[src/rtl/hs_sync_pkg.sv]
// ---------------------------------------------------------------------------
// hs_sync_pkg
//
// Purpose:
//     Types and constants for the four-phase clock-domain-crossing handshake.
//     The transmit side uses them today. The matching receive side will
//     import the same package so that both ends agree on state encoding and
//     counter width.
//
// Contents:
//     WaitCntWidth - width of the per-phase wait counter
//     waitCnt_t    - wait counter type
//     hsState_e    - 2-bit handshake FSM state encoding
// ---------------------------------------------------------------------------
package hs_sync_pkg;

    localparam int unsigned WaitCntWidth = 16;

    typedef logic [WaitCntWidth-1:0] waitCnt_t;

    // IDLE   : no transfer in flight; may accept a payload
    // REQ_HI : request raised, waiting for the synchronized ack to rise
    // REQ_LO : request dropped, waiting for the synchronized ack to fall
    // ERR    : an ack phase timed out; waiting for software to clear
    typedef enum logic [1:0] {
        IDLE   = 2'b00,
        REQ_HI = 2'b01,
        REQ_LO = 2'b10,
        ERR    = 2'b11
    } hsState_e;

endpackage : hs_sync_pkg

[src/rtl/hs_sync_tx_synchronizer.sv]
// ---------------------------------------------------------------------------
// Synchronizer
//
// Purpose:
//     A plain multi-flop synchronizer that brings a level signal into the
//     clk_i domain. Each bit is synchronized on its own, so it is only safe
//     for single-bit levels or for buses that are known to be stable.
//
// Parameters:
//     Width      - number of bits synchronized
//     NUM_Stages - flop chain depth (2 or more)
//
// Ports:
//     clk_i   in   destination-domain clock
//     rst_ni  in   asynchronous active-low reset; clears every stage
//     data_i  in   asynchronous input level(s)
//     data_o  out  synchronized level(s), taken from the last stage
// ---------------------------------------------------------------------------
module Synchronizer #(
    parameter int Width      = 1,
    parameter int NUM_Stages = 2
) (
    input  logic             clk_i,
    input  logic             rst_ni,
    input  logic [Width-1:0] data_i,
    output logic [Width-1:0] data_o
);

    logic [NUM_Stages-1:0][Width-1:0] stages_q;

    // Shift the asynchronous level through the chain. Stage 0 is the only
    // flop that can go metastable. Later stages give it time to resolve.
    always_ff @(posedge clk_i or negedge rst_ni) begin
        if (!rst_ni) begin
            stages_q <= '0;
        end else begin
            stages_q <= {stages_q[NUM_Stages-2:0], data_i};
        end
    end

    assign data_o = stages_q[NUM_Stages-1];

endmodule : Synchronizer

[src/rtl/hs_sync_tx.sv]
// ---------------------------------------------------------------------------
// hs_sync_tx
//
// Purpose:
//     Transmit side of a four-phase request/acknowledge clock-domain crossing.
//     A payload accepted from the local producer is registered onto Tx_data
//     and announced with Tx_req. The destination answers on Ack_async. Ack is
//     synchronized into this domain, and the request is retired once ack has
//     risen and fallen again. Each ack phase is guarded by a wait counter. A
//     phase that takes too long parks the block in an error state until it is
//     cleared.
//
// Parameters:
//     NUM_Stages - ack synchronizer depth (2..8)
//     Width      - payload width in bits
//     TIMEOUT    - maximum cycles to wait in either ack phase (1..65535)
//
// Ports:
//     CLK        in   source-domain clock
//     Reset      in   asynchronous active-low reset (taken pre-synchronized)
//     Src_data   in   payload from the local producer
//     Src_valid  in   producer has a payload
//     Src_ready  out  block can accept a payload this cycle
//     Tx_data    out  registered payload crossing the domain boundary
//     Tx_req     out  four-phase request level
//     Ack_async  in   four-phase acknowledge level, asynchronous to CLK
//     Done       out  one-cycle pulse when a handshake completes
//     Err        out  sticky timeout flag
//     Err_clr    in   clears Err and leaves the error state
// ---------------------------------------------------------------------------
module hs_sync_tx
    import hs_sync_pkg::*;
#(
    parameter int NUM_Stages = 2,
    parameter int Width      = 8,
    parameter int TIMEOUT    = 255
) (
    input  logic             CLK,
    input  logic             Reset,
    input  logic [Width-1:0] Src_data,
    input  logic             Src_valid,
    output logic             Src_ready,
    output logic [Width-1:0] Tx_data,
    output logic             Tx_req,
    input  logic             Ack_async,
    output logic             Done,
    output logic             Err,
    input  logic             Err_clr
);

    localparam waitCnt_t TimeoutCnt = waitCnt_t'(TIMEOUT);

    hsState_e   state_q,   state_d;
    waitCnt_t   waitCnt_q, waitCnt_d;
    logic [Width-1:0] txData_q, txData_d;
    logic       txReq_q,   txReq_d;
    logic       done_q,    done_d;
    logic       err_q,     err_d;
    logic       srcReady;
    logic       ackSync;
    logic       timedOut;

    // Ack_async goes straight into the synchronizer with no logic in front
    // of it, so the first flop sees a clean, glitch-free level.
    Synchronizer #(
        .Width      (1),
        .NUM_Stages (NUM_Stages)
    ) u_ackSync (
        .clk_i  (CLK),
        .rst_ni (Reset),
        .data_i (Ack_async),
        .data_o (ackSync)
    );

    assign timedOut = (waitCnt_q == TimeoutCnt);

    // Next-state and output decode. In the two wait states the ack check
    // comes before the timeout check. If ack arrives on the same cycle the
    // counter expires, the handshake still proceeds. A new payload is
    // offered only when the previous ack has fully returned low, so a stale
    // high ack can never be mistaken for the answer to the next request.
    always_comb begin
        state_d  = state_q;
        txData_d = txData_q;
        txReq_d  = txReq_q;
        done_d   = 1'b0;
        err_d    = err_q;
        srcReady = 1'b0;

        unique case (state_q)
            IDLE: begin
                srcReady = ~ackSync;
                if (Src_valid && srcReady) begin
                    txData_d = Src_data;
                    txReq_d  = 1'b1;
                    state_d  = REQ_HI;
                end
            end
            REQ_HI: begin
                if (ackSync) begin
                    txReq_d = 1'b0;
                    state_d = REQ_LO;
                end else if (timedOut) begin
                    txReq_d = 1'b0;
                    err_d   = 1'b1;
                    state_d = ERR;
                end
            end
            REQ_LO: begin
                if (!ackSync) begin
                    done_d  = 1'b1;
                    state_d = IDLE;
                end else if (timedOut) begin
                    txReq_d = 1'b0;
                    err_d   = 1'b1;
                    state_d = ERR;
                end
            end
            ERR: begin
                if (Err_clr) begin
                    err_d   = 1'b0;
                    state_d = IDLE;
                end
            end
            default: begin
                state_d = IDLE;
            end
        endcase
    end

    // The wait counter measures time spent in the current ack phase only.
    // It restarts on every state change and never runs past TIMEOUT, because
    // reaching TIMEOUT always forces a state change.
    always_comb begin
        waitCnt_d = waitCnt_q;
        if (state_d != state_q) begin
            waitCnt_d = '0;
        end else if ((state_q == REQ_HI) || (state_q == REQ_LO)) begin
            waitCnt_d = waitCnt_q + waitCnt_t'(1);
        end
    end

    // State register. Reset abandons any transfer in flight and produces no
    // Done pulse for it.
    always_ff @(posedge CLK or negedge Reset) begin
        if (!Reset) begin
            state_q   <= IDLE;
            waitCnt_q <= '0;
            txData_q  <= '0;
            txReq_q   <= 1'b0;
            done_q    <= 1'b0;
            err_q     <= 1'b0;
        end else begin
            state_q   <= state_d;
            waitCnt_q <= waitCnt_d;
            txData_q  <= txData_d;
            txReq_q   <= txReq_d;
            done_q    <= done_d;
            err_q     <= err_d;
        end
    end

    assign Src_ready = srcReady;
    assign Tx_data   = txData_q;
    assign Tx_req    = txReq_q;
    assign Done      = done_q;
    assign Err       = err_q;

endmodule : hs_sync_tx

[config.mk]
export PLATFORM = sky130hd
export DESIGN_NAME = hs_sync_tx
export DESIGN_NICKNAME = d
export VERILOG_FILES = /design/src/rtl/hs_sync_pkg.sv /design/src/rtl/hs_sync_tx_synchronizer.sv /design/src/rtl/hs_sync_tx.sv
export SDC_FILE = /design/constraint.sdc
export NUM_CORES = 1
export LEC_CHECK = 0
export CORE_ASPECT_RATIO = 0.5
export CORE_MARGIN = 4
export CORE_UTILIZATION = 50
export DETAILED_ROUTE_END_ITERATION = 12
export PLACE_DENSITY = 0.74
export SETUP_SLACK_MARGIN = 0.5
export SLEW_MARGIN = 40
export SYNTH_ARGS = -nofsm -noshare
export SYNTH_HDL_FRONTEND = slang
export SYNTH_SLANG_ARGS = --single-unit
[constraint.sdc]
create_clock -name CLK -period 6.4 [get_ports CLK]
set_clock_uncertainty 0.15 [all_clocks]
set_input_delay 1.28 -clock CLK [delete_from_list [all_inputs] [get_ports CLK]]
set_output_delay 1.28 -clock CLK [all_outputs]
set_load 0.03 [all_outputs]
* After elaboration in Yosys (flattened, before gate mapping)
Index checks and enable logic that the tools add are counted.
Storage, ports and cells: register bits after elaboration 31, bits of input ports 13, output and inout bits 12, word-level logic and storage cells 49
Operators by class: muxes and demuxes 21, bitwise logic cells 1, equality and inequality tests 9, reduce and logical (&&, ||, !) cells 9, add/sub/neg operators 1
Operator list (number):
- 2-to-1 mux 16 bit | 2
- adder 16 x 1 -> 16 bit (second input constant) | 1
- == test 16 x 8 -> 1 bit (second input constant) | 1
- 2-to-1 mux 1 bit | 11
- 2-to-1 mux 2 bit | 5
- one-hot mux 2 bit (4 select lines) | 1
- != test 2 bit (second input constant) | 3
- one-hot mux 1 bit (3 select lines) | 2
- nonzero test 3 bit | 2
- == test 2 bit (second input constant) | 2
- AND reduction 4 bit | 1
- AND reduction 3 bit | 1
- == test 2 x 1 -> 1 bit (second input constant) | 1
- logical NOT 2 bit | 1
- != test 2 x 1 -> 1 bit (second input constant) | 1
- != test 2 bit | 1
- AND reduction 2 bit | 1
- nonzero test 2 bit | 1
- logical AND 1 bit | 1
- logical OR 1 bit | 1
- inverter 1 bit | 1

* Depth between registers and ports, before layout
Gate-level depths: netlist of the first run.
word-level depth 6, mapped depth 9, gate-level depth less buffers 7

* Modules after synthesis
Synthesis of the first run repeated with hierarchy kept, for this count alone.
Second synthesis, totals: cells, all modules 155, area total of the unflattened synthesis 1689.1 um^2
Modules (own cells, without submodules):
- hs_sync_tx | instances 1, seq. area each 725.7 um^2, area an instance 1639.1 um^2, cells each 153
- Synchronizer | instances 1, seq. area each 50.0 um^2, area an instance 50.0 um^2, cells each 2

* Worst setup path before layout of the first run
OpenSTA, ideal clock, no wires.
path kind reg2out, start point register state_q[0], end point output port Src_ready, cell stages (with the launch flop) 4, data required time 4970 ps, data arrival time 1186 ps, setup slack 3784 ps, buffers on the path 0, cell sequence dfrtp_1 > inv_1 > ha_1 > nor2b_1
On the way: cells in the longest elaborated chain, start to end 2
Ends and longest elaborated chain:
- from (decl) | line hs_sync_tx.sv:53 | hsState_e state_q, state_d;
- from (signal assigned) | line hs_sync_tx.sv:154 | state_q <= state_d;
- logical NOT 2 bit | line hs_sync_tx.sv:90 | unique case (state_q)
- 2-to-1 mux 1 bit | line hs_sync_tx.sv:90
- to (decl) | line hs_sync_tx.sv:42 | output logic Src_ready,
Every way passes these cells.

* Final worst setup path of the first run
Same ends and word-level chain as after synthesis.

==> results_tabular.tex, run 1 <==
\begin{tabular}{lr}
\hline
Metric & Value \\
\hline
\multicolumn{2}{l}{\textbf{Floorplan}} \\
Chip Height & approximately 48 µm \\
Area of the core & roughly 2800 µm² \\
Starting density of the core & 0.561 \\
DIE WIDTH & 87.0 µm \\
Number of rows in the core area & 13 \\
Number of top-level pins & 25 \\
Die area & 4140 µm² \\
\multicolumn{2}{l}{\textbf{Synthesis}} \\
Number of synthesized flops with an enable pin & 0 \\
Top cell type by total area after synthesis & sky130\_fd\_sc\_hd\_\_dfrtp\_1 \\
Number of register bits inferred by synthesis & 31 \\
Largest cells by area after synthesis & sky130\_fd\_sc\_hd\_\_dfrtp\_1 (50\%), sky130\_fd\_sc\_hd\_\_mux2\_2 (6.5\%), sky130\_fd\_sc\_hd\_\_ha\_1 (4.8\%) \\
Synth async-reset ratio & 1.00 \\
Share of the synthesized area in the top cell type & 0.497 \\
Primary flip-flop cell chosen by synthesis mapping & sky130\_fd\_sc\_hd\_\_dfrtp\_1 \\
Commonest cells post-synth & sky130\_fd\_sc\_hd\_\_dfrtp\_1 (31), sky130\_fd\_sc\_hd\_\_nor2\_1 (19), sky130\_fd\_sc\_hd\_\_mux2\_2 (9) \\
Proportion of synthesized chip area in sequential cells & 0.497 \\
Mean area per synthesized cell & about 11 µm² \\
Number of distinct standard cells referenced by the synthesized netlist & 31 \\
Most common cell in the synthesized netlist & sky130\_fd\_sc\_hd\_\_dfrtp\_1 \\
Gate Count Post-Synth & 145 \\
Yosys warns & 0 \\
Synthesized cell area & roughly 1600 µm² \\
Net count of the mapped netlist & 164 \\
\multicolumn{2}{l}{\textbf{Worst setup path}} \\
Endpoint class of the critical path & primary output \\
Required time of the worst setup path & 4970 ps \\
Cells along the critical path & inv\_1 -> ha\_1 -> nor2b\_1 -> clkdlybuf4s50\_1 \\
Crit start category & flip-flop \\
Startpoint of the worst setup timing path & state\_q[0]\$\_DFF\_PN0\_ \\
Standard cell with the maximum stage delay on the critical path & sky130\_fd\_sc\_hd\_\_clkdlybuf4s50\_1 \\
Launch instance of the worst register-to-register path & waitCnt\_q[8]\$\_DFFE\_PN0P\_ \\
Highest cell delay on the worst timing path & slightly below 700 ps \\
Maximum fanout along the worst path & 7 \\
Arrival time of the worst setup path & approximately 2000 ps \\
Critical Setup Path Class & flip-flop to primary output \\
\multicolumn{2}{l}{\textbf{STA}} \\
Portion of the clock cycle consumed by the worst path in the final layout & 0.531 \\
Worst-case headroom to the max-slew limit & 0.568 \\
Unrepaired setup endpoints after global routing & false \\
Final hold violation count & 0 \\
Final Max Tran Viols & 0 \\
Maximum clock rate & 294 MHz \\
Slew @ Worst Pin & approximately 650 ps \\
Finish-stage setup viols & 0 \\
Min Clock Period, post-route & 3400 ps \\
Aggregate negative setup slack & 0 ps \\
\multicolumn{2}{l}{\textbf{Place}} \\
Number of buffers added on ports & 24 \\
HPWL reported at the end of detailed placement & 2.19 mm \\
Final RePlAce weighted congestion & about 0.87 \\
Area after DPL & between 1500 and 2000 µm² \\
\multicolumn{2}{l}{\textbf{Global routing}} \\
Overall overflow remaining after global route & 0 \\
Initial antenna violation count & 0 \\
Pin count of the biggest net entering global routing & 32 \\
Number of global-route vias before repair & approximately 1100 \\
First-pass GRT wire length & $\sim$5.3 mm \\
Aggregate global-route resource usage & 0.173 \\
\multicolumn{2}{l}{\textbf{Worst hold path}} \\
Hold Path Origin & u\_ackSync.stages\_q[0]\$\_DFF\_PN0\_ \\
Class of the worst hold path & flip-flop to flip-flop \\
\multicolumn{2}{l}{\textbf{Power and ir drop}} \\
Static leakage power & approximately 0.85 nW \\
Total power density per cell area & between 400 and 500 nW/µm² \\
Combinational fraction of design power & 0.430 \\
Internal Power & roughly 0.0005 W \\
Switching fraction of total power & 0.378 \\
Part of the total power dissipated in the clock network & 0.245 \\
Peak ir drop on the vdd network & between 200 and 300 µV \\
Reported net switching power & 0.000311 W \\
Fraction of power consumed by sequential logic & 0.325 \\
\multicolumn{2}{l}{\textbf{Run}} \\
Max-cap violations & 0 \\
\multicolumn{2}{l}{\textbf{Clock tree}} \\
Post-CTS setup buffer count & 0 \\
Buffer depth of the longest clock path & 2 \\
Post-CTS resize count & 0 \\
Clock buffer count from CTS & 5 \\
Number of hold-repair buffers added at the cts stage & 0 \\
Number of levels the H-tree was split into & 2 \\
Root cell of the clock tree & sky130\_fd\_sc\_hd\_\_clkbuf\_8 \\
Sinks on the clock net & 31 \\
Clock tree from TritonCTS & done \\
Worst-skew pair later-pin latency & approximately 280 ps \\
Clock-pin slew on the worst setup and hold paths & approximately 70 ps \\
\multicolumn{2}{l}{\textbf{Routing}} \\
Via-per-instance ratio & 5.40 \\
DRC violation count after routing & 0 \\
Number of detailed-routing iterations run before antenna repair & 4 \\
Remaining antenna violation count & 0 \\
Initial DRC Count & 43 \\
Routed len/inst & 14.9 µm \\
Total via count in the routed design & between 1000 and 1500 \\
Wire length reported by the detailed router & 3.15 mm \\
\multicolumn{2}{l}{\textbf{Final layout}} \\
Final \#Nets & 192 \\
Layout Cell Area excl Fill & between 1500 and 2000 µm² \\
Fraction of final layout cells with drive strength greater than 1 & 0.132 \\
Antenna fix cells & 0 \\
Area growth from synthesis to layout & 24.9\% \\
\multicolumn{2}{l}{\textbf{Run status}} \\
Run status & completed \\
\hline
\end{tabular}
-- power groups by stage --
stage          Sequential, W  Combinational (W)  Clock, W
2_1_floorplan       0.000325           0.000192         0
3_3_place_gp        0.000267           0.000352         0
3_5_place_dp        0.000269           0.000355         0
4_1_cts             0.000266           0.000358  0.000205
5_1_grt             0.000271           0.000384  0.000215
6_report            0.000267           0.000353  0.000202
-- metal layers --
layer / routed length, µm / track usage / up-vias
met5: 0 / 0 / -
met4: 48 / 0.0621 / 0
met3: 153 / 0.0619 / 10
met2: 1430 / 0.294 / 20
met1: 1520 / 0.211 / 553
li1: - / - / 556
-- critical path, delay by kind of cell, from the launching register on --
kind | cells | cell delay (ps)
adder cells (fa/ha/maj) | 1 | 190
AND/OR/NAND/NOR | 1 | 160
buffers and inverters | 2 | 860
flip-flops | 1 | 470
-- flip-flops by register name, summed over array words and instances, names as in the netlist --
signal              count
Done                    1
u_ackSync.stages_q      1
waitCnt_q              16
u_ackSync.data_o        1
Err                     1
Tx_req                  1
Tx_data                 8
state_q                 2
-- cell type report --
class,instances,area (µm²)
clock inverter,2,35.0
timing repair buffer,25,248
sequential,31,776
fill,225,831
tap,37,46.3
clock buffer,6,82.6
multi-input combinational,105,744
inverter,5,18.8
-- per-stage QoR --
stage / total power, W / std cells / setup slack [ps] / hold WS, ps / utilization
6_report: 0.000822 / 211 / 3000 / 208 / 0.701
5_1_grt: 0.000871 / 211 / 2920 / 214 / 0.701
3_5_place_dp: 0.000625 / 203 / 3230 / 191 / 0.659
4_1_cts: 0.000829 / 211 / 3000 / 203 / 0.701
3_3_place_gp: 0.000619 / 203 / 3280 / 185 / 0.659
2_1_floorplan: 0.000517 / 145 / 3780 / 181 / -
-- final timing paths --
check | endpoint | slack (ps) | cells after the start
worst max-delay path | Src_ready | 3000 | 4
worst min-delay path | u_ackSync.data_o$_DFF_PN0_ | 210 | 0
worst max register to register | waitCnt_q[15]$_DFFE_PN0P_ | 3860 | 5
worst min register to register | u_ackSync.data_o$_DFF_PN0_ | 210 | 0
max in group asynchronous | Tx_data[1]$_DFFE_PN0P_ | 4570 | 2
min in group asynchronous | Err$_DFFE_PN0P_ | 1240 | 2
-- cells by family (layout without fill, tap and decap cells) --
| family | Yosys count | in the layout | share of synthesized area |
|---|---|---|---|
| fa+ha+maj | 6 | 6 | 0.0481 |
| xor+xnor | 15 | 15 | 0.0841 |
| simple gates | 51 | 51 | 0.180 |
| buf+inv | 9 | 38 | 0.0264 |
| compound gates | 23 | 23 | 0.0929 |
| mux | 10 | 10 | 0.0713 |
| flops | 31 | 31 | 0.497 |
-- cell usage in the layout (no fill, tap or decap) --
cell / n
sky130_fd_sc_hd__a21oi_2: 1
sky130_fd_sc_hd__xnor2_1: 7
sky130_fd_sc_hd__or4_4: 2
sky130_fd_sc_hd__a211oi_1: 3
sky130_fd_sc_hd__nand2_1: 7
sky130_fd_sc_hd__nand2b_1: 2
sky130_fd_sc_hd__clkbuf_8: 6
sky130_fd_sc_hd__xor2_1: 8
sky130_fd_sc_hd__dfrtp_1: 31
sky130_fd_sc_hd__mux2_2: 9
sky130_fd_sc_hd__or4bb_1: 1
sky130_fd_sc_hd__a22o_1: 1
sky130_fd_sc_hd__o31ai_1: 1
sky130_fd_sc_hd__a21oi_1: 6
sky130_fd_sc_hd__a21o_1: 2
sky130_fd_sc_hd__nor3_1: 2
sky130_fd_sc_hd__buf_4: 1
sky130_fd_sc_hd__clkinv_2: 1
sky130_fd_sc_hd__nand4_1: 5
sky130_fd_sc_hd__mux2i_1: 1
sky130_fd_sc_hd__o21ai_0: 7
sky130_fd_sc_hd__ha_1: 6
sky130_fd_sc_hd__nor4_4: 1
sky130_fd_sc_hd__nand3_1: 3
sky130_fd_sc_hd__nor2b_1: 4
sky130_fd_sc_hd__nor3b_1: 1
sky130_fd_sc_hd__inv_1: 5
sky130_fd_sc_hd__and3_1: 3
sky130_fd_sc_hd__nor2_1: 19
sky130_fd_sc_hd__a41oi_1: 1
sky130_fd_sc_hd__clkdlybuf4s50_1: 24
sky130_fd_sc_hd__and4_1: 1
sky130_fd_sc_hd__bufinv_16: 1
sky130_fd_sc_hd__o21ai_2: 1
Power figures use the tool's default switching activity.
==> run 2: changes to the inputs <==
--- a/config.mk
+++ b/config.mk
@@ -7,9 +7,9 @@
 export LEC_CHECK = 0
 export CORE_ASPECT_RATIO = 0.5
 export CORE_MARGIN = 4
-export CORE_UTILIZATION = 50
+export CORE_UTILIZATION = 47
 export DETAILED_ROUTE_END_ITERATION = 12
-export PLACE_DENSITY = 0.74
+export PLACE_DENSITY = 0.73
 export SETUP_SLACK_MARGIN = 0.5
 export SLEW_MARGIN = 40
 export SYNTH_ARGS = -nofsm -noshare
==> constraint.sdc (replaced) <==
create_clock -name CLK -period 3 [get_ports CLK]
set_clock_uncertainty 0.15 [all_clocks]
set_input_delay 0.6 -clock CLK [delete_from_list [all_inputs] [get_ports CLK]]
set_output_delay 0.6 -clock CLK [all_outputs]
set_load 0.03 [all_outputs]
==> run 2 against run 1 <==
Net effect: register-to-register slack worse by 3200 ps; largest power group unchanged; core utilization decreased by 7.2 points; critical path depth is 2 higher; setup slack got worse by 2300 ps; highest routed layer unchanged; critical path type is now flip-flop to flip-flop; global-route usage is 1.8 points lower; die area increased by 5.5%; clock power is 78% higher; critical endpoint is now waitCnt_q[10]$_DFFE_PN0P_.
==> results_tabular.tex, run 2 (synthesis gave the netlist of run 1 again) <==
\begin{tabular}{lr}
\hline
Metric & Value \\
\hline
\multicolumn{2}{l}{\textbf{Worst setup path}} \\
Cells along the critical path & or4\_4 -> nor4\_4 -> a41oi\_1 -> o21ai\_2 -> buf\_4 -> nor2\_1 (was inv\_1 -> ha\_1 -> nor2b\_1 -> clkdlybuf4s50\_1) \\
Highest cell delay on the worst timing path & 560 ps (was 690 ps) \\
Endpoint class of the critical path & flip-flop (was primary output) \\
Required time of the worst setup path & 3010 ps (was 4970 ps) \\
R2R Setup Slk & 670 ps (was 3860 ps) \\
Arrival time of the worst setup path & 2340 ps (was 1970 ps) \\
Launch instance of the worst register-to-register path & waitCnt\_q[8]\$\_DFFE\_PN0P\_ (unchanged) \\
Standard cell with the maximum stage delay on the critical path & sky130\_fd\_sc\_hd\_\_or4\_4 (was sky130\_fd\_sc\_hd\_\_clkdlybuf4s50\_1) \\
Maximum fanout along the worst path & 16 (was 7) \\
Kind of cell adding the most delay to the critical path & simple AND/OR/NAND/NOR gates (was buffers and inverters) \\
Critical Setup Path Class & flip-flop to flip-flop (was flip-flop to primary output) \\
Crit start category & flip-flop (unchanged) \\
Startpoint of the worst setup timing path & waitCnt\_q[8]\$\_DFFE\_PN0P\_ (was state\_q[0]\$\_DFF\_PN0\_) \\
Total buffers and inverters traversed by the critical path & 1 (was 2) \\
\multicolumn{2}{l}{\textbf{Final layout}} \\
Register name with the most flops & waitCnt\_q (unchanged) \\
Top library cells by usage in the layout, fill and taps aside & sky130\_fd\_sc\_hd\_\_dfrtp\_1 (31), sky130\_fd\_sc\_hd\_\_clkdlybuf4s50\_1 (23), sky130\_fd\_sc\_hd\_\_nor2\_1 (19) (was sky130\_fd\_sc\_hd\_\_dfrtp\_1 (31), sky130\_fd\_sc\_hd\_\_clkdlybuf4s50\_1 (24), sky130\_fd\_sc\_hd\_\_nor2\_1 (19)) \\
Number of flip-flops under the largest register name & 16 (unchanged) \\
Area growth from synthesis to layout & 24.2\% (was 24.9\%) \\
Most common library cell in the layout ignoring fill and taps & sky130\_fd\_sc\_hd\_\_dfrtp\_1 (unchanged) \\
Antenna fix cells & 0 (unchanged) \\
Layout Cell Area excl Fill & 1940 µm² (was 1950 µm²) \\
Utilization of the core after routing & 0.629 (was 0.701) \\
Fill cells & 250 (was 225) \\
Fraction of final layout cells with drive strength greater than 1 & 0.137 (was 0.132) \\
Final \#Nets & 193 (was 192) \\
\multicolumn{2}{l}{\textbf{Place}} \\
Number of buffers added on ports & 24 (unchanged) \\
Area after DPL & 1840 µm² (was 1830 µm²) \\
HPWL reported at the end of detailed placement & 2.14 mm (was 2.19 mm) \\
Final RePlAce weighted congestion & 0.902 (was 0.872) \\
\multicolumn{2}{l}{\textbf{Power and ir drop}} \\
Peak ir drop on the vdd network & 670 µV (was 258 µV) \\
Total Power & 0.00169 W (was 0.000822 W) \\
Total power density per cell area & 874 nW/µm² (was 421 nW/µm²) \\
Static leakage power & 0.851 nW (was 0.855 nW) \\
\multicolumn{2}{l}{\textbf{Floorplan}} \\
Number of rows in the core area & 14 (was 13) \\
Die area & 4360 µm² (was 4140 µm²) \\
Starting density of the core & 0.506 (was 0.561) \\
Number of top-level pins & 25 (unchanged) \\
Chip Height & 48.8 µm (was 47.5 µm) \\
Area of the core & 3080 µm² (was 2780 µm²) \\
DIE WIDTH & 89.5 µm (was 87.0 µm) \\
\multicolumn{2}{l}{\textbf{Routing}} \\
Via-per-instance ratio & 5.26 (was 5.40) \\
Number of detailed-routing iterations run before antenna repair & 7 (was 4) \\
Initial DRC Count & 82 (was 43) \\
Remaining antenna violation count & 0 (unchanged) \\
Total via count in the routed design & 1130 (was 1139) \\
Routed len/inst & 14.2 µm (was 14.9 µm) \\
DRC violation count after routing & 0 (unchanged) \\
Wire length reported by the detailed router & 3.06 mm (was 3.15 mm) \\
\multicolumn{2}{l}{\textbf{Global routing}} \\
First-pass GRT wire length & 5.13 mm (was 5.26 mm) \\
Overall overflow remaining after global route & 0 (unchanged) \\
Pin count of the biggest net entering global routing & 32 (unchanged) \\
Number of global-route vias before repair & 1126 (was 1138) \\
Initial antenna violation count & 0 (unchanged) \\
Aggregate global-route resource usage & 0.155 (was 0.173) \\
\multicolumn{2}{l}{\textbf{Clock tree}} \\
Root cell of the clock tree & sky130\_fd\_sc\_hd\_\_clkbuf\_8 (unchanged) \\
Sinks on the clock net & 31 (unchanged) \\
Post-CTS setup buffer count & 0 (unchanged) \\
Buffer depth of the longest clock path & 2 (unchanged) \\
Clock tree from TritonCTS & done (unchanged) \\
Worst-skew pair later-pin latency & 280 ps (about the same) \\
Number of levels the H-tree was split into & 2 (unchanged) \\
Clock buffer count from CTS & 5 (unchanged) \\
Clock-pin slew on the worst setup and hold paths & 70 ps (about the same) \\
Number of hold-repair buffers added at the cts stage & 0 (unchanged) \\
\multicolumn{2}{l}{\textbf{STA}} \\
Min Clock Period, post-route & between 2000 and 2500 ps \\
Slew @ Worst Pin & 460 ps (was 649 ps) \\
Final Max Tran Viols & 0 (unchanged) \\
Finish-stage setup viols & 0 (unchanged) \\
Final hold violation count & 0 (unchanged) \\
Worst-case headroom to the max-slew limit & 0.691 (was 0.568) \\
Aggregate negative setup slack & 0 ps (unchanged) \\
Unrepaired setup endpoints after global routing & false (unchanged) \\
Maximum clock rate & 429 MHz \\
Hold Slack & 200 ps (was 208 ps) \\
Portion of the clock cycle consumed by the worst path in the final layout & 0.777 \\
\multicolumn{2}{l}{\textbf{Worst hold path}} \\
Hold Path Origin & u\_ackSync.stages\_q[0]\$\_DFF\_PN0\_ (unchanged) \\
Class of the worst hold path & flip-flop to flip-flop (unchanged) \\
\multicolumn{2}{l}{\textbf{Run status}} \\
Run status & completed (unchanged) \\
\multicolumn{2}{l}{\textbf{Run}} \\
Max-cap violations & 0 (unchanged) \\
\hline
\end{tabular}
run 2: cell count changes in the layout (fill, tap and decap cells not counted):
| cell | delta |
|---|---|
| sky130_fd_sc_hd__clkinv_2 | -1 |
| sky130_fd_sc_hd__clkbuf_2 | +1 |
| sky130_fd_sc_hd__bufinv_16 | -1 |
| sky130_fd_sc_hd__clkdlybuf4s50_1 | -1 |
| sky130_fd_sc_hd__clkbuf_8 | +1 |
| sky130_fd_sc_hd__buf_4 | +1 |
| sky130_fd_sc_hd__clkbuf_1 | +1 |
run 2: metal layers:
metal | GRT usage | vias to the layer above | part of all wire
met4 | 0.0446 | 0 | 0.0075
li1 | - | 559 | -
met1 | 0.209 | 549 | 0.47
met5 | 0 | - | 0
met3 | 0.0559 | 2 | 0.045
met2 | 0.235 | 20 | 0.47
run 2: metrics by stage:
stage                     setup slack [ps]  cells
after CTS                              536    215
after global placement                 553    207
after global routing                   516    215
after detailed placement               571    207
after floorplan                        869    145
final                                  669    215
run 2: power breakdown:
group          internal (W)  total [W]  switching, W
Combinational      0.000328   0.000768      0.000440
Clock              0.000209   0.000360      0.000151
Sequential         0.000506   0.000567     0.0000609
run 2: path summary, 6_finish.rpt:
kind                                               to  cells past startpoint
hold / removal             u_ackSync.data_o$_DFF_PN0_                      0
setup reg to reg            waitCnt_q[10]$_DFFE_PN0P_                      6
hold reg to reg            u_ackSync.data_o$_DFF_PN0_                      0
min in group asynchronous    waitCnt_q[5]$_DFFE_PN0P_                      2
max in group asynchronous      Tx_data[6]$_DFFE_PN0P_                      2
setup / recovery            waitCnt_q[10]$_DFFE_PN0P_                      6
run 2: layout make-up:
type / instances / area [µm²] / share of cell area
Clock buffer: 8 / 100 / 0.0516
Sequential cell: 31 / 776 / 0.400
Timing Repair Buffer: 26 / 250 / 0.129
Tap cell: 40 / 50.0 / 0.0258
Inverter: 5 / 18.8 / 0.00968
Multi-Input combinational cell: 105 / 744 / 0.384
run 2: timing repair:
| action | 4_1_cts | 5_1_grt |
|---|---|---|
| setup endpoints to repair | 1 | 1 |
| pin swaps | 0 | 0 |
| resized for setup | 1 | 2 |
==> run 3: changes to the inputs <==
==> constraint.sdc (replaced) <==
create_clock -name CLK -period 1.92 [get_ports CLK]
set_clock_uncertainty 0.15 [all_clocks]
set_input_delay 0.384 -clock CLK [delete_from_list [all_inputs] [get_ports CLK]]
set_output_delay 0.384 -clock CLK [all_outputs]
set_load 0.03 [all_outputs]
==> run 3 against run 2 <==
Net effect: the run now ends with negative setup slack left; design area grew 18%; flip-flop and latch count is the same; global-route usage grew 3.0 points; non-clock buffer count grew 38; count of clock-buffer cells in the layout shrank 1; via count grew 14%; fmax grew 10%; final cell count grew 18%; core utilization grew 11 points; first-iteration DRC count shrank 65%; combinational power grew 120%; critical path depth is the same; largest cell class is now multi-input gates; largest power group unchanged.
==> results_tabular.tex, run 3 (synthesis gave the netlist of run 1 again) <==
\begin{tabular}{lr}
\hline
Metric & Value \\
\hline
\multicolumn{2}{l}{\textbf{Global routing}} \\
Initial antenna violation count & 0 (unchanged) \\
GRT met3 Usage & 0.0525 (was 0.0559) \\
First-pass GRT wire length & 6.07 mm (was 5.13 mm) \\
Most Crowded Layer GR & met2 (unchanged) \\
Met1 Track Usage GR & 0.239 (was 0.209) \\
Overall overflow remaining after global route & 0 (unchanged) \\
Pin count of the biggest net entering global routing & 32 (unchanged) \\
Number of global-route vias before repair & 1307 (was 1126) \\
Global Route met2 Usage & 0.282 (was 0.235) \\
Aggregate global-route resource usage & 0.185 (was 0.155) \\
\multicolumn{2}{l}{\textbf{Floorplan}} \\
Number of rows in the core area & 14 (unchanged) \\
Chip Height & 48.8 µm (unchanged) \\
Area of the core & 3080 µm² (unchanged) \\
Number of top-level pins & 25 (unchanged) \\
Die area & 4360 µm² (unchanged) \\
Starting density of the core & 0.506 (unchanged) \\
DIE WIDTH & 89.5 µm (unchanged) \\
\multicolumn{2}{l}{\textbf{STA}} \\
Worst-case headroom to the max-slew limit & 0.718 (was 0.691) \\
Slew @ Worst Pin & 421 ps (was 460 ps) \\
Final hold violation count & 0 (unchanged) \\
Portion of the clock cycle consumed by the worst path in the final layout & 1.10 (was 0.777) \\
Min Clock Period, post-route & 2120 ps (was 2330 ps) \\
Final Max Tran Viols & 0 (unchanged) \\
Slack of the critical path & -199 ps (was 669 ps) \\
Maximum clock rate & 472 MHz (was 429 MHz) \\
Unrepaired setup endpoints after global routing & true (was false) \\
Finish-stage setup viols & 20 (was 0) \\
\multicolumn{2}{l}{\textbf{Worst setup path}} \\
Maximum fanout along the worst path & 16 (unchanged) \\
Startpoint of the worst setup timing path & waitCnt\_q[9]\$\_DFFE\_PN0P\_ (was waitCnt\_q[8]\$\_DFFE\_PN0P\_) \\
Endpoint class of the critical path & flip-flop (unchanged) \\
Total buffers and inverters traversed by the critical path & 1 (unchanged) \\
Standard cell with the maximum stage delay on the critical path & sky130\_fd\_sc\_hd\_\_or4\_4 (unchanged) \\
Required time of the worst setup path & 1940 ps (was 3010 ps) \\
Crit start category & flip-flop (unchanged) \\
Kind of cell adding the most delay to the critical path & simple AND/OR/NAND/NOR gates (unchanged) \\
Cells along the critical path & or4\_4 -> nor4\_4 -> a41oi\_2 -> o21ai\_2 -> buf\_12 -> nor2\_1 (was or4\_4 -> nor4\_4 -> a41oi\_1 -> o21ai\_2 -> buf\_4 -> nor2\_1) \\
Arrival time of the worst setup path & 2140 ps (was 2340 ps) \\
Critical Setup Path Class & flip-flop to flip-flop (unchanged) \\
R2R Setup Slk & -200 ps (was 670 ps) \\
Highest cell delay on the worst timing path & 530 ps (was 560 ps) \\
Launch instance of the worst register-to-register path & waitCnt\_q[9]\$\_DFFE\_PN0P\_ (was waitCnt\_q[8]\$\_DFFE\_PN0P\_) \\
\multicolumn{2}{l}{\textbf{Run status}} \\
Violated checks & negative setup slack \\
Run status & complete, but fails checks (was completed) \\
\multicolumn{2}{l}{\textbf{Place}} \\
Placed cells & 238 (was 207) \\
Area after DPL & 2110 µm² (was 1840 µm²) \\
Number of buffers added on ports & 24 (unchanged) \\
HPWL reported at the end of detailed placement & 2.50 mm (was 2.14 mm) \\
Final RePlAce weighted congestion & 0.812 (was 0.902) \\
\multicolumn{2}{l}{\textbf{Routing}} \\
Via-per-instance ratio & 5.08 (was 5.26) \\
DRC violation count after routing & 0 (unchanged) \\
Initial DRC Count & 29 (was 82) \\
Total via count in the routed design & 1285 (was 1130) \\
Remaining antenna violation count & 0 (unchanged) \\
Wire length reported by the detailed router & 3.87 mm (was 3.06 mm) \\
Routed len/inst & 15.3 µm (was 14.2 µm) \\
Number of detailed-routing iterations run before antenna repair & 5 (was 7) \\
\multicolumn{2}{l}{\textbf{Worst hold path}} \\
Hold Path Origin & u\_ackSync.stages\_q[0]\$\_DFF\_PN0\_ (unchanged) \\
Class of the worst hold path & flip-flop to flip-flop (unchanged) \\
\multicolumn{2}{l}{\textbf{Final layout}} \\
Most common library cell in the layout ignoring fill and taps & sky130\_fd\_sc\_hd\_\_buf\_4 (was sky130\_fd\_sc\_hd\_\_dfrtp\_1) \\
Fraction of final layout cells with drive strength greater than 1 & 0.404 (was 0.137) \\
Register name with the most flops & waitCnt\_q (unchanged) \\
Antenna fix cells & 0 (unchanged) \\
Layout Cell Area excl Fill & 2290 µm² (was 1940 µm²) \\
Area growth from synthesis to layout & 46.6\% (was 24.2\%) \\
Number of flip-flops under the largest register name & 16 (unchanged) \\
Final \#Nets & 231 (was 193) \\
Top library cells by usage in the layout, fill and taps aside & sky130\_fd\_sc\_hd\_\_buf\_4 (36), sky130\_fd\_sc\_hd\_\_dfrtp\_1 (31), sky130\_fd\_sc\_hd\_\_nor2\_1 (19) (was sky130\_fd\_sc\_hd\_\_dfrtp\_1 (31), sky130\_fd\_sc\_hd\_\_clkdlybuf4s50\_1 (23), sky130\_fd\_sc\_hd\_\_nor2\_1 (19)) \\
Post-route insts no fill & 253 (was 215) \\
\multicolumn{2}{l}{\textbf{Clock tree}} \\
Clock tree from TritonCTS & done (unchanged) \\
Number of levels the H-tree was split into & 2 (unchanged) \\
Sinks on the clock net & 31 (unchanged) \\
Buffer depth of the longest clock path & 2 (unchanged) \\
Worst-skew pair later-pin latency & 280 ps (about the same) \\
Clock-pin slew on the worst setup and hold paths & 70 ps (about the same) \\
Clock buffer count from CTS & 5 (unchanged) \\
Number of hold-repair buffers added at the cts stage & 0 (unchanged) \\
Root cell of the clock tree & sky130\_fd\_sc\_hd\_\_clkbuf\_8 (unchanged) \\
\multicolumn{2}{l}{\textbf{Run}} \\
Max-cap violations & 0 (unchanged) \\
\multicolumn{2}{l}{\textbf{Power and ir drop}} \\
Peak ir drop on the vdd network & 868 µV (was 670 µV) \\
Total power density per cell area & 1340 nW/µm² (was 874 nW/µm²) \\
Static leakage power & 1.10 nW (was 0.851 nW) \\
Total Power & 0.00306 W (was 0.00169 W) \\
\hline
\end{tabular}
run 3: changes by cell type in the layout (fill, tap and decap cells not counted), sizes merged:
cell           before  now
clkbuf              9    7
clkinv              0    1
clkdlybuf4s50      23   12
buf                 2   52
run 3: worst paths after layout:
check / cells after the start / endpoint
min in group asynchronous: 2 / Tx_data[1]$_DFFE_PN0P_
max in group asynchronous: 2 / Tx_data[0]$_DFFE_PN0P_
setup / recovery: 6 / waitCnt_q[4]$_DFFE_PN0P_
hold / removal: 0 / u_ackSync.data_o$_DFF_PN0_
setup reg to reg: 6 / waitCnt_q[4]$_DFFE_PN0P_
hold reg to reg: 0 / u_ackSync.data_o$_DFF_PN0_
run 3: worst reg2reg max path: cells and delay by family, from the launching register on:
kind,cells,cell delay [ps]
DFF,1,400
AOI/OAI and AO/OA,2,290
buffers and inverters,1,160
and+or+nand+nor,3,1000
run 3: area by class of cell:
type                       count  area [µm²]
multi-input combinational    105         847
fill                         209         793
sequential                    31         776
timing repair buffer          64         517
clock buffer                   7        76.3
tap                           40        50.0
inverter                       5        18.8
clock inverter                 1        5.00
run 3: metrics by stage:
step	setup slack (ps)	util	hold slack [ps]	setup TNS, ps
CTS	-203	0.718	201	-3570
detailed placement	-179	0.686	187	-3010
global route	-260	0.743	221	-4860
floorplan	-199	-	-61.6	-2440
finish	-199	0.743	199	-3660
global placement	-147	0.686	188	-2560
run 3: what timing repair did:
item,4_1_cts,5_1_grt
resized for setup,67,14
setup endpoints to repair,40,30
pin swaps,6,8
setup buffers,3,4
run 3: routing by layer:
layer	vias to the layer above	share of wire	routed length [µm]
met5	-	0	0
met4	0	0.019	72
met3	8	0.033	129
met2	25	0.49	1910
met1	615	0.45	1760
li1	637	-	-
run 3: where the power goes:
part / switching [W] / internal, W / leakage, nW
sequential: 0.0000915 / 0.000791 / 0.405
combinational: 0.000879 / 0.000804 / 0.656
clock: 0.000237 / 0.000254 / 0.0422
total: 0.00121 / 0.00185 / 1.10
